### src/rtl/fifo_stream_fwft.sv
// Single-clock FWFT stream FIFO: RAM plus a registered output stage,
// empty-path bypass, occupancy count, programmable flags and flush.
module fifo_stream_fwft #(
   parameter int PAYLOAD_BITS      = 32,
   parameter int NUM_ADDR_BITS     = 4,
   parameter int PROG_FULL_THRESH  = 12,
   parameter int PROG_EMPTY_THRESH = 2
) (
   input  logic                     clk,
   input  logic                     rst_n,
   input  logic                     flush,
   input  logic [PAYLOAD_BITS-1:0]  din,
   input  logic                     val_in,
   output logic                     ready_upward,
   output logic [PAYLOAD_BITS-1:0]  dout,
   output logic                     val_out,
   input  logic                     ready_downward,
   output logic [NUM_ADDR_BITS:0]   count,
   output logic                     prog_full,
   output logic                     prog_empty
);

   localparam int DEPTH = 2 ** NUM_ADDR_BITS;
   localparam int CW    = NUM_ADDR_BITS + 1;
   localparam int AW    = NUM_ADDR_BITS;

   localparam logic [CW-1:0] CAP = CW'(DEPTH + 1);
   localparam logic [CW-1:0] PF  = CW'(PROG_FULL_THRESH);
   localparam logic [CW-1:0] PE  = CW'(PROG_EMPTY_THRESH);

   localparam logic [0:0] ST_EMPTY = 1'b0;
   localparam logic [0:0] ST_HOLD  = 1'b1;

   logic [PAYLOAD_BITS-1:0] mem_q [DEPTH];

   logic [0:0]              state_q, state_d;
   logic [PAYLOAD_BITS-1:0] dout_q, dout_d;
   logic [AW-1:0]           wr_ptr_q, wr_ptr_d;
   logic [AW-1:0]           rd_ptr_q, rd_ptr_d;
   logic [CW-1:0]           count_q, count_d;
   logic                    prog_full_q, prog_full_d;
   logic                    prog_empty_q, prog_empty_d;

   logic          push, pop, bypass, load, ram_we, ram_empty;
   logic [CW-1:0] ram_cnt;

   assign ready_upward = (count_q < CAP);
   assign val_out      = (state_q == ST_HOLD);
   assign dout         = dout_q;
   assign count        = count_q;
   assign prog_full    = prog_full_q;
   assign prog_empty   = prog_empty_q;

   assign push      = val_in & ready_upward;
   assign pop       = val_out & ready_downward;
   // The output register holds one entry whenever val_out is high
   assign ram_cnt   = count_q - CW'(state_q);
   assign ram_empty = (ram_cnt == '0);

   always_comb begin
      bypass  = 1'b0;
      load    = 1'b0;
      state_d = state_q;
      unique case (state_q)
         ST_EMPTY: begin
            if (push && ram_empty) bypass = 1'b1;
            else if (!ram_empty)   load   = 1'b1;
         end
         ST_HOLD: begin
            if (pop) begin
               if (!ram_empty) load    = 1'b1;
               else if (push)  bypass  = 1'b1;
               else            state_d = ST_EMPTY;
            end
         end
         default: ;
      endcase
      if (bypass || load) state_d = ST_HOLD;

      ram_we = push & ~bypass;

      dout_d = dout_q;
      if (bypass)    dout_d = din;
      else if (load) dout_d = mem_q[rd_ptr_q];

      wr_ptr_d = wr_ptr_q + AW'(ram_we);
      rd_ptr_d = rd_ptr_q + AW'(load);

      count_d = count_q;
      if (push && !pop)      count_d = count_q + 1'b1;
      else if (pop && !push) count_d = count_q - 1'b1;

      // Flush wins over any push/pop in the same cycle
      if (flush) begin
         ram_we   = 1'b0;
         state_d  = ST_EMPTY;
         dout_d   = '0;
         wr_ptr_d = '0;
         rd_ptr_d = '0;
         count_d  = '0;
      end

      prog_full_d  = (count_d >= PF);
      prog_empty_d = (count_d <= PE);
   end

   always_ff @(posedge clk) begin
      if (ram_we) mem_q[wr_ptr_q] <= din;
   end

   always_ff @(posedge clk or negedge rst_n) begin
      if (!rst_n) begin
         state_q      <= ST_EMPTY;
         dout_q       <= '0;
         wr_ptr_q     <= '0;
         rd_ptr_q     <= '0;
         count_q      <= '0;
         prog_full_q  <= 1'b0;
         prog_empty_q <= 1'b1;
      end else begin
         state_q      <= state_d;
         dout_q       <= dout_d;
         wr_ptr_q     <= wr_ptr_d;
         rd_ptr_q     <= rd_ptr_d;
         count_q      <= count_d;
         prog_full_q  <= prog_full_d;
         prog_empty_q <= prog_empty_d;
      end
   end

endmodule

### config.mk
export PLATFORM = sky130hd
export DESIGN_NAME = fifo_stream_fwft
export DESIGN_NICKNAME = d
export VERILOG_FILES = /design/src/rtl/fifo_stream_fwft.sv
export SDC_FILE = /design/constraint.sdc
export NUM_CORES = 1
export LEC_CHECK = 0
export BUFFER_PORTS_ARGS = -buffer_cell sky130_fd_sc_hd__buf_4
export CELL_PAD_IN_SITES_DETAIL_PLACEMENT = 1
export CELL_PAD_IN_SITES_GLOBAL_PLACEMENT = 1
export CORE_ASPECT_RATIO = 0.6
export CORE_MARGIN = 2
export CORE_UTILIZATION = 55
export CTS_CLUSTER_SIZE = 24
export DETAILED_ROUTE_END_ITERATION = 7
export PLACE_DENSITY_LB_ADDON = 0.1
export SETUP_SLACK_MARGIN = 0.1
export SLEW_MARGIN = 20
export SYNTH_ARGS = -nofsm -noshare
export SYNTH_HDL_FRONTEND = slang
export SYNTH_SLANG_ARGS = --single-unit
export TNS_END_PERCENT = 100
### constraint.sdc
create_clock -name clk -period 6.4 [get_ports clk]
set_input_delay 0.96 -clock clk [delete_from_list [all_inputs] [get_ports clk]]
set_output_delay 0.96 -clock clk [all_outputs]
set_load 0.05 [all_outputs]
==> impl_metrics.toml <==
[sta]
finalClockSkew_ps = 15.2
slew_headroom = 0.373
final.setup.tns_ps = 0
final-hold-violation-count = 0
worst_pin_slew_ps = 941
rsz0062_at_grt = "no"
clock.fmax_mhz = 276
period_needed_ps = 3630
slew_violations = 0
finalSetupViolations = 0
finalCritPeriodShare = 0.567

[clock_network]
cts_hold_buf = 0
post-cts-setup-buffers = 0
cts_buffers = 49
clock_path_buffers = 3
insertion_delay_ps = 570
cts_resized = 0
clock-root-buffer = "clkbuf_16"
path_clk_slew_ps = 70
cts_tree = "yes"
cts_sinks = 560
cts_htree_levels = 2

[finish]
syn_to_final_growth_pct = 12.8
layout.nets = 1151
drive_gt1_frac = 0.284
nFillCells = 3178
diodes = 0

[synth]
syn_area_per_cell_um2 = 21.5
async_reset_ff_frac = 0.0857
synth_most_common_cell = "edfxtp_1"
synth_fp_nets = 1059
synth_area_leaders = "edfxtp_1 70%, mux4_2 13%, dfrtp_1 5.4%, a211oi_1 2.3%, mux2i_1 1.5%"
yosysSeqAreaShare = 0.759
synth_area_um2 = 21800
synth_top_area_frac = 0.704
synthTopCellsByCount = "512 x edfxtp_1, 128 x mux4_2, 66 x a211oi_1"
ys_types = 44
synthCells = 1015
yosysWarnings = 0
synth_edf_count = 512
yosys.area.top_type = "edfxtp_1"
ys_ff_latch = 560
synthFlopType = "edfxtp_1"

[power]
power_leakage_nw = 7.82
peakVddDrop_v = 0.000229
p_total_mw = 8.55
p_per_area_nw_per_um2 = 347

[global_route]
grt_pass1_wl_mm = 72.8
grt_pass1_vias = 11000
grt.total_usage = 0.245
grt_max_degree = 104
overflow = 0
grt_antenna_before_repair = 1

[worst_setup_path]
path_delay_family = "simple AND/OR/NAND/NOR gates"
crit_path_end_kind = "register"
cpPeakStageDelay_ps = 660
criticalPathCategory = "register to register"
crit_chain = "inv_1, ha_1, xnor2_1, and4_1, a2111oi_1, nand2b_1, nor2_4, buf_4"
critPathArrivalTime_ps = 3870
crit_slowest_cell = "nor2_4"
crit_required_ps = 6640
cp.buffers_inverters = 2
cp-start-kind = "register"
crit_fanout = 18

[job]
drv_cap = 0

[worst_hold_path]
hp-class = "primary input to asynchronous set/reset pin"

[floorplan]
start_util = 0.558
io-pin-count = 78
dieArea_um2 = 41300
core.rowCount = 56
dieHeight_um = 158
die_w_um = 261
coreArea_um2 = 39100

[routing]
vias = 10600
vias_per_cell = 6.34
drc_errors = 0
drtIter0Drc = 988
wl_per_cell_um = 29.3
dr.pass1.iters = 5
drt-total-wl_mm = 48.8
ant_nets = 0

[placement]
portBuffers = 77
place_congestion = 0.772
place_hpwl_mm = 27.4

[status]
status = "finished, final reports clean"
cell usage in the layout, fill, tap and decap left out, types with 4 or more instances in the layout:
cell type and count:
clkinv_1 8, edfxtp_1 512, nand3_1 6, clkbuf_1 20, nor2_1 10, clkbuf_16 51, xnor2_1 4, dfrtp_1 43
a211oi_1 66, ha_1 7, nor4_1 4, mux4_2 128, nor2_4 12, nor3_2 4, mux2i_1 33, nand2b_1 6
nor2b_1 40, a221o_1 32, buf_4 102, clkinv_2 4
per-stage QoR:
stage | cells | area, µm² | setup slack [ps] | hold WS, ps | util
final | 1668 | 24600 | 2770 | 469 | 0.630
after global routing | 1668 | 24600 | 2560 | 509 | 0.630
after CTS | 1667 | 24600 | 2760 | 485 | 0.629
after detailed placement | 1577 | 23100 | 2700 | 504 | 0.590
after global placement | 1577 | 23100 | 2730 | 497 | 0.590
after floorplan | 1015 | 21800 | 1350 | 596 | -
metal layers:
metal | GRT usage | share of wire
met5 | 0 | 0.00027
met4 | 0.0598 | 0.021
met3 | 0.0455 | 0.062
met2 | 0.379 | 0.47
met1 | 0.369 | 0.45
sequential cells by signal, summed over array words and instances, names as in the netlist:
register	flops
prog_empty	1
count	5
prog_full	1
dout	32
wr_ptr_q	4
val_out	1
mem_q	512
rd_ptr_q	4
where the power goes:
| part | internal, mW | total (mW) | switching [mW] |
|---|---|---|---|
| Combinational | 0.672 | 1.48 | 0.811 |
| Sequential | 4.09 | 4.21 | 0.118 |
| Clock | 1.60 | 2.86 | 1.26 |
| Total | 6.37 | 8.55 | 2.19 |
area by class of cell:
cell class                      instances  area [µm²]  area share
Multi-Input combinational cell        388        5010       0.204
Clock inverter                         18         164     0.00666
Sequential cell                       560       16600       0.674
Inverter                                3        11.3    0.000457
Clock buffer                           72        1370      0.0555
Timing Repair Buffer                  105         820      0.0333
Tap cell                              522         653      0.0265
path summary, 6_finish.rpt:
| path | start | endpoint | slack [ps] | cells after the start |
|---|---|---|---|---|
| worst max register to register | count[0] | mem_q[4][13] | 2770 | 8 |
| max in group asynchronous | rst_n | rd_ptr_q[2] | 5310 | 1 |
| min in group clk | dout[12] | dout[12] | 520 | 1 |
| worst max-delay path | count[0] | mem_q[4][13] | 2770 | 8 |
| worst min-delay path | rst_n | dout[22] | 470 | 1 |
| worst min register to register | dout[12] | dout[12] | 520 | 1 |
kinds of logic after synthesis:
group	count (synthesis)	share of synthesized area
AOI/OAI and AO/OA	116	0.0446
muxes	162	0.148
adders and majority gates	7	0.00401
DFF	560	0.759
buffers and inverters	67	0.0165
and+or+nand+nor	97	0.0253
xor gates and xnor gates	6	0.00241
Note: power is estimated with default switching activity, not from simulation.
